`src/rtl/wb_bus_pkg.sv`:
```
// Shared definitions for the writeback bus arbiter: default widths, the
// source-index encodings inherited from the old writeback selector, and the
// output-register state type.
package wb_bus_pkg;

   localparam int unsigned DEF_DATA_W  = 16;
   localparam int unsigned DEF_NUM_SRC = 6;

   // Same encodings as the original writeback data-select mux.
   localparam int unsigned SRC_ALU   = 0;
   localparam int unsigned SRC_SHIFT = 1;
   localparam int unsigned SRC_IMM   = 2;
   localparam int unsigned SRC_MEM   = 3;
   localparam int unsigned SRC_PC    = 4;
   localparam int unsigned SRC_REGB  = 5;

   typedef logic [2:0] src_idx_t;

   typedef enum logic {
      StEmpty,
      StFull
   } out_state_e;

endpackage

```
`src/rtl/rr_arbiter.sv`:
```
// Combinational request arbiter. Round-robin scans from the supplied pointer
// with wrap-around; fixed priority scans from index 0. The pointer register
// belongs to the parent.
module rr_arbiter #(
   parameter int unsigned NUM_SRC = 6,
   parameter int unsigned RR_MODE = 1,
   parameter int unsigned SRC_W   = (NUM_SRC > 1) ? $clog2(NUM_SRC) : 1
) (
   input  logic [NUM_SRC-1:0] i_req,
   input  logic [SRC_W-1:0]   i_rr_ptr,
   output logic [NUM_SRC-1:0] o_gnt,
   output logic [SRC_W-1:0]   o_gnt_idx
);

   logic             w_found;
   logic [SRC_W-1:0] w_idx;

   // First requester at or after the start index wins.
   always_comb begin
      o_gnt     = '0;
      o_gnt_idx = '0;
      w_found   = 1'b0;
      w_idx     = '0;
      for (int k = 0; k < int'(NUM_SRC); k++) begin
         if (RR_MODE != 0) begin
            w_idx = SRC_W'((int'(i_rr_ptr) + k) % int'(NUM_SRC));
         end else begin
            w_idx = SRC_W'(k);
         end
         if (!w_found && i_req[w_idx]) begin
            w_found      = 1'b1;
            o_gnt[w_idx] = 1'b1;
            o_gnt_idx    = w_idx;
         end
      end
   end

endmodule

```
`src/rtl/wb_bus_arbiter.sv`:
```
// Writeback bus arbiter: NUM_SRC valid/ready producers feed a single-entry
// output register that drains into the register-file write port.
// Optional build macro WB_BUS_CONFLICT_CNT_EN adds a saturating 32-bit count
// of loads that had two or more competing requesters.
module wb_bus_arbiter
   import wb_bus_pkg::*;
#(
   parameter int unsigned DATA_W  = DEF_DATA_W,
   parameter int unsigned NUM_SRC = DEF_NUM_SRC,
   parameter int unsigned SRC_W   = (NUM_SRC > 1) ? $clog2(NUM_SRC) : 1,
   parameter int unsigned RR_MODE = 1
) (
   input  logic                      i_clk,
   input  logic                      i_reset_n,
   input  logic [NUM_SRC-1:0]        i_src_valid,
   input  logic [NUM_SRC*DATA_W-1:0] i_src_data,
   output logic [NUM_SRC-1:0]        o_src_ready,
   output logic                      o_out_valid,
   output logic [DATA_W-1:0]         o_out_data,
   output logic [SRC_W-1:0]          o_out_src,
   input  logic                      i_out_ready,
`ifdef WB_BUS_CONFLICT_CNT_EN
   output logic [31:0]               o_conflict_cnt,
`endif
   output logic                      o_busy
);

   out_state_e         r_state;
   out_state_e         w_state_next;
   logic [DATA_W-1:0]  r_out_data;
   logic [SRC_W-1:0]   r_out_src;
   logic [SRC_W-1:0]   r_rr_ptr;
   logic [NUM_SRC-1:0] w_gnt;
   logic [SRC_W-1:0]   w_gnt_idx;
   logic               w_any_req;
   logic               w_load;

   rr_arbiter #(
      .NUM_SRC (NUM_SRC),
      .RR_MODE (RR_MODE),
      .SRC_W   (SRC_W)
   ) u_rr_arbiter (
      .i_req     (i_src_valid),
      .i_rr_ptr  (r_rr_ptr),
      .o_gnt     (w_gnt),
      .o_gnt_idx (w_gnt_idx)
   );

   assign w_any_req = |i_src_valid;
   // Reset gates the load so no source sees ready while the block is held.
   assign w_load    = i_reset_n && ((r_state == StEmpty) || i_out_ready) && w_any_req;

   // Output-register state.
   always_ff @(posedge i_clk or negedge i_reset_n) begin
      if (!i_reset_n) begin
         r_state <= StEmpty;
      end else begin
         r_state <= w_state_next;
      end
   end

   // Fill on any request; drain only when accepted with nothing to refill.
   always_comb begin
      w_state_next = r_state;
      unique case (r_state)
         StEmpty: if (w_any_req) w_state_next = StFull;
         StFull:  if (i_out_ready && !w_any_req) w_state_next = StEmpty;
         default: w_state_next = StEmpty;
      endcase
   end

   // Handshake and status outputs.
   always_comb begin
      o_out_valid = (r_state == StFull);
      o_busy      = (r_state == StFull) || w_any_req;
      o_src_ready = w_load ? w_gnt : '0;
   end

   // Capture the winning word and advance the round-robin pointer past it.
   always_ff @(posedge i_clk or negedge i_reset_n) begin
      if (!i_reset_n) begin
         r_out_data <= '0;
         r_out_src  <= '0;
         r_rr_ptr   <= '0;
      end else if (w_load) begin
         r_out_data <= i_src_data[w_gnt_idx*DATA_W +: DATA_W];
         r_out_src  <= w_gnt_idx;
         if (RR_MODE != 0) begin
            r_rr_ptr <= (w_gnt_idx == SRC_W'(NUM_SRC - 1)) ? '0 : w_gnt_idx + SRC_W'(1);
         end
      end
   end

   assign o_out_data = r_out_data;
   assign o_out_src  = r_out_src;

`ifdef WB_BUS_CONFLICT_CNT_EN
   logic [31:0] r_conflict_cnt;
   logic        w_multi_req;

   // Clearing the lowest set bit leaves something only if two or more were set.
   assign w_multi_req = |(i_src_valid & (i_src_valid - 1'b1));

   // Saturating count of contended loads.
   always_ff @(posedge i_clk or negedge i_reset_n) begin
      if (!i_reset_n) begin
         r_conflict_cnt <= '0;
      end else if (w_load && w_multi_req && (r_conflict_cnt != 32'hFFFF_FFFF)) begin
         r_conflict_cnt <= r_conflict_cnt + 32'd1;
      end
   end

   assign o_conflict_cnt = r_conflict_cnt;
`endif

endmodule

```
`config.mk`:
```
export PLATFORM = sky130hd
export DESIGN_NAME = wb_bus_arbiter
export DESIGN_NICKNAME = d
export VERILOG_FILES = /design/src/rtl/wb_bus_pkg.sv /design/src/rtl/rr_arbiter.sv /design/src/rtl/wb_bus_arbiter.sv
export SDC_FILE = /design/constraint.sdc
export NUM_CORES = 1
export LEC_CHECK = 0
export BUFFER_PORTS_ARGS = -buffer_cell sky130_fd_sc_hd__buf_2
export CAP_MARGIN = 15
export CORE_UTILIZATION = 37
export CTS_CLUSTER_DIAMETER = 40
export DETAILED_ROUTE_END_ITERATION = 6
export PLACE_DENSITY = 0.7
export SETUP_SLACK_MARGIN = 0.02
export SLEW_MARGIN = 30
export SYNTH_ARGS = -nofsm -noshare
export SYNTH_HDL_FRONTEND = slang
export SYNTH_SLANG_ARGS = --single-unit
```
`constraint.sdc`:
```
create_clock -name i_clk -period 9.6 [get_ports i_clk]
set_clock_uncertainty 0.05 [all_clocks]
set_input_delay 0.96 -clock i_clk [delete_from_list [all_inputs] [get_ports i_clk]]
set_output_delay 0.96 -clock i_clk [all_outputs]
set_load 0.005 [all_outputs]
```
Word-level counts from Yosys, hierarchy flattened
Index checks and enable logic that the tools add are counted.
{"block": "totals", "regBits": 23, "out_inout_bits": 27, "input_bits": 105}
{"block": "classes", "magnitude_cmp": 12, "div": 6, "n_mux": 46, "shift": 1, "n_addsub": 6, "n_eq_ne": 1, "bitwise": 6, "n_reduce_logical": 23}
{"operator": "modulo 32 x 4 -> 32 bit (second input constant)", "n": 5}
{"operator": "variable part select 96 x 8 -> 16 bit", "n": 1}
{"operator": "2-to-1 mux 6 bit", "n": 7}
{"operator": "modulo 4 x 4 -> 32 bit (second input constant)", "n": 1}
{"operator": "bitwise OR 6 bit", "n": 5}
{"operator": "< comparator 3 x 4 -> 1 bit (second input constant)", "n": 6}
{"operator": "2-to-1 mux 3 bit", "n": 7}
{"operator": "2-to-1 mux 1 bit", "n": 19}
{"operator": "binary-select mux 1 bit (select 3 bit)", "n": 6}
{"operator": "demux 1 bit (select 3 bit)", "n": 6}
{"operator": "greater-or-equal comparator 3 x 1 -> 1 bit (second input constant)", "n": 6}
{"operator": "logical AND 1 bit", "n": 14}
{"operator": "adder 3 x 2 -> 4 bit (second input constant)", "n": 2}
{"operator": "adder 3 x 3 -> 4 bit (second input constant)", "n": 2}
{"operator": "logical NOT 1 bit", "n": 6}
{"operator": "OR reduction 6 bit", "n": 1}
{"operator": "adder 3 x 1 -> 4 bit (second input constant)", "n": 1}
{"operator": "adder 3 x 1 -> 3 bit (second input constant)", "n": 1}
{"operator": "equality test 3 bit (second input constant)", "n": 1}
{"operator": "logical OR 1 bit", "n": 2}
{"operator": "case mux 1 bit (2 select lines)", "n": 1}
{"operator": "inverter 1 bit", "n": 1}

Logic depth before layout (Yosys ltp)
{"block": "logic_depth", "ltp_word": 21, "depth_mapped": 18}

Hierarchy
Synthesis repeated with hierarchy kept, for this count alone.
{"block": "unflattened", "cells_unflattened": 290, "area_unflattened_um2": 2969.1}
{"module": "wb_bus_arbiter", "area_each_um2": 1757.9, "n_inst": 1, "cells_per_inst": 123, "seq_area_each_um2": 575.6}
{"module": "rr_arbiter", "area_each_um2": 1211.2, "n_inst": 1, "cells_per_inst": 167, "seq_area_each_um2": 0.0}

Least setup slack after synthesis
No wires, ideal clock.
{"block": "synth_path", "path_type": "register to output", "from": "reg r_rr_ptr[0]", "to": "out o_src_ready[1]", "slack_ps": 4931, "stages_incl_launch_ff": 16, "path_buffers": 2, "t_arrival_ps": 3659, "required_time_ps": 8590, "path_cell_list": "dfrtp_1 > buf_4 > buf_2 > clkinv_1 > ha_1 > xor2_1 > inv_1 > ha_1 > nand2b_1 > o211a_1 > o21ai_0 > nand3_1 > nor4_4 > a221o_1 > nor2_1 > a211oi_1"}
{"block": "synth_via", "elab_chain_len": 20, "word_cells_on_any_way": 80}
{"item": "from (decl)", "line_no": "wb_bus_arbiter.sv:32", "rtl": "logic [SRC_W-1:0] r_rr_ptr;"}
{"item": "from (signal assigned)", "line_no": "wb_bus_arbiter.sv:89", "rtl": "r_rr_ptr <= (w_gnt_idx == SRC_W'(NUM_SRC - 1)) ? '0 : w_gnt_idx + SRC_W'(1);"}
{"item": "parallel branches: the longest is 18 deep, another holds modulo 32 x 4 -> 32 bit"}
{"item": "2-to-1 mux 6 bit *", "line_no": "rr_arbiter.sv:30", "rtl": "if (!w_found && i_req[w_idx]) begin"}
{"item": "2-to-1 mux 6 bit *", "line_no": "wb_bus_arbiter.sv:76", "rtl": "o_src_ready = w_load ? w_gnt : '0;"}
{"item": "to (decl)", "line_no": "wb_bus_arbiter.sv:17", "rtl": "output logic [NUM_SRC-1:0] o_src_ready,"}
Every way passes the cells marked *. The select of a mux whose other input is x is not followed.

Worst setup path after layout
{"block": "layout_path", "from": "reg r_rr_ptr[2]", "to": "out o_src_ready[4]"}
Same word-level chain as after synthesis.

==> results.md <==
- CTS buffer count: 3
- Gr usage total: 0.210
- Top Metal Used: met4
- First-pass GRT wire length: 14500 um
- DR vias: 3143
- Cell area after synthesis: between 2000 and 3000 sq um
- Status: finished clean
- Clk slew on worst S/H paths: 0.08 ns
- Avg Vias per Cell: 5.72
- Hold WC Path Type: flop to flop
- Gate count of the mapped netlist: 331
- Die span in y: 92.0 um
- Nets: 563
- Worst Setup Start Kind: flop
- Post CTS Setup Buffer Count: 0
- Top post-synthesis cells by area: dfrtp_1 (19%), mux2i_1 (13%), mux2_2 (5.6%)
- Num Clock Sinks: 23
- Hpwl dp: 7220 um
- FF+latch area: 576 sq um
- Multi-input gate area: 2230 sq um
- Avg Synthesized Cell Area: just over 9 sq um
- R2r setup slk: 4.87 ns
- Syn_nets: 446
- WL met1: 3880 um
- Hold Buf Count CTS: 0
- RSZ-0062 raised after global routing: false
- Placed cells: around 550
- Ys Warns: 0
- Clock Path Buffers: 2
- Final setup violation count: 0
- # IOs: 132
- H-tree depth: 1
- Relative slew slack: 0.445
- Port Buffers: roughly 130
- DR pass1 iterations: 4
- Worst-path maximum fanout: 9
- Synth top area share: 0.192
- Crit share post-route: 0.526
- Final cell count without fillers: 549
- Post-synth EDFFs: 0
- LEAKAGE: 1.72 nW
- Initial antenna violation count: 0
- Crit path arrival time: 4.04 ns
- Final Hold Fails: 0
- Overall power after layout: 0.00178 W
- Sequential share of the synthesized area: 0.192
- DRC violations left: 0
- DIE WIDTH: 92.0 um
- CTS tree: built
- Fraction of registers with async set/reset: 1.00
- Top_reg_cell synth: dfrtp_1
- Fin crit period: 5.05 ns
- Die area: 8470 sq um
- Largest net degree at the start of global routing: 52
- Final wirelength: about 9000 um
- Seq cells post-synth: 23
- Clock insertion delay at the later pin of the skew report: about 0.26 ns
- Number of global-route vias before repair: between 2000 and 3000
- Fillers: slightly below 800
- Crit. End Element: primary output
- Initial Util: 0.386
- Max-slew violations: 0
- Max_cap viols: 0
- Final TNS setup: 0 ns
- Cell taking the most area after synthesis: dfrtp_1
- DRT iter0 DRCs: 186
- GR Overflow Total: 0
- Num rows: 32
- Count of different cell masters after synthesis: between 60 and 70
- Number of gates resized after cts: 0
- ANT nets after route: 0
- CORE AREA: slightly below 8000 sq um
- Layout cells sized above 1: 0.412
- GP Congestion: 0.898
- Root buffer cell: clkbuf_8
- Detail Route met2 WL: 4500 um
- Diodes inserted: 0
- Wire length on met3: 547 um
- WP data required: about 8.6 ns
- Area grow syn2layout: 23.6%
- Wire per inst: 16.5 um
- Slew @ Worst Pin: 0.833 ns
- Peak supply drop: 0.000183 V
- Fmax: ~200 MHz
- Crit path kind: flop to primary output
- Pwr Density: about 480 nW/um^2
## synth_stat cells, drive strengths merged (2+ instances only)
cell type  instances
a311oi             2
a211oi            10
o22ai              8
ha                10
o21ai             12
nand4              2
buf               12
a31o               2
nor4               5
mux4               2
o211ai             3
and2               3
nand2             25
mux2i             40
nor3               7
nand2b             6
dfrtp             23
a22oi             10
clkbuf            10
a32oi              2
mux2              20
a21oi             12
a21o               2
nand3             10
a211o              4
xor2               2
o221ai             2
a221oi             7
nor2              28
inv               11
o211a              2
o31ai              2
a222oi             2
nor2b              3
a221o             10
## layout by cell type (no fill, tap or decap), types with 3 or more instances in the layout
cell / Yosys / layout
a221oi_1: 7 / 7
inv_1: 9 / 9
and2_1: 3 / 3
mux2_2: 15 / 15
o211ai_1: 3 / 3
nand2_1: 25 / 25
clkbuf_8: 0 / 3
mux2i_1: 40 / 40
a221o_1: 10 / 10
nand3_1: 10 / 10
a211oi_1: 10 / 10
nor2b_1: 3 / 3
buf_2: 4 / 131
nor4_1: 3 / 3
o22ai_1: 8 / 8
o21ai_0: 11 / 11
a22oi_2: 9 / 9
buf_4: 1 / 3
ha_1: 10 / 10
a21oi_2: 3 / 3
a211o_1: 4 / 4
mux2_1: 4 / 4
nand2b_1: 6 / 6
nor2_1: 28 / 28
a21oi_1: 9 / 9
nor3_1: 4 / 4
dfrtp_1: 23 / 23
## sequential cells by signal (all words and copies together), names as in the netlist
signal	flops
o_out_valid	1
r_rr_ptr	3
o_out_src	3
o_out_data	16
## layout make-up
class / instances / area share
multi-input combinational: 274 / 0.603
inverter: 12 / 0.0122
timing repair buffer: 134 / 0.183
tap: 102 / 0.0344
sequential: 23 / 0.155
clock buffer: 4 / 0.0122
## per-stage QoR
stage                     instance area (sq um)  hold WS, ns  utilization  worst slack (ns)
after floorplan                            3000        0.423            -              4.93
after global placement                     3660        0.420        0.471              4.97
after detailed placement                   3660        0.437        0.471              4.91
after CTS                                  3710        0.458        0.477              4.60
after global routing                       3710        0.487        0.477              4.25
final                                      3710        0.453        0.477              4.55
## worst max-delay path, stage by stage (launching register included)
cell and delay [ns]:
dfrtp_1 0.55, inv_1 0.08, ha_1 0.31, a21oi_1 0.32
inv_1 0.14, ha_1 0.32, nand2b_1 0.16, o21ai_0 0.28
a211oi_1 0.15, o31ai_1 0.55, nor4_4 0.13, a211oi_1 0.35
nor2_1 0.07, a21oi_1 0.17, nor2_1 0.06, buf_2 0.14
## layer usage
layer,track usage,up-vias
met4,0.0521,0
met2,0.355,121
met3,0.0307,10
met1,0.280,1487
li1,-,1525
met5,0,-
## path summary, 6_finish.rpt
| path | start | to | cells after the start |
|---|---|---|---|
| min in group asynchronous | i_reset_n | o_out_data[5] | 1 |
| setup reg to reg | r_rr_ptr[0] | o_out_data[7] | 15 |
| max in group asynchronous | i_reset_n | r_rr_ptr[0] | 1 |
| setup / recovery | r_rr_ptr[2] | o_src_ready[4] | 15 |
| hold reg to reg | o_out_src[1] | o_out_src[1] | 2 |
| hold / removal | o_out_src[1] | o_out_src[1] | 2 |
## cells by family (layout without fill, tap and decap cells)
| logic type | Yosys count | in the layout | share of synthesized area |
|---|---|---|---|
| compound gates | 105 | 105 | 0.302 |
| simple gates | 94 | 94 | 0.165 |
| mux | 62 | 62 | 0.225 |
| buf+inv | 34 | 150 | 0.0630 |
| flops | 23 | 23 | 0.192 |
| fa+ha+maj | 10 | 10 | 0.0417 |
| xor+xnor | 3 | 3 | 0.0113 |
## power by group
group / internal (W) / switching, W / total, W
combinational: 0.000627 / 0.000917 / 0.00154
sequential: 0.000145 / 0.0000316 / 0.000177
clock: 0.0000296 / 0.0000301 / 0.0000597
No activity file was read; power rests on OpenSTA's default activity.
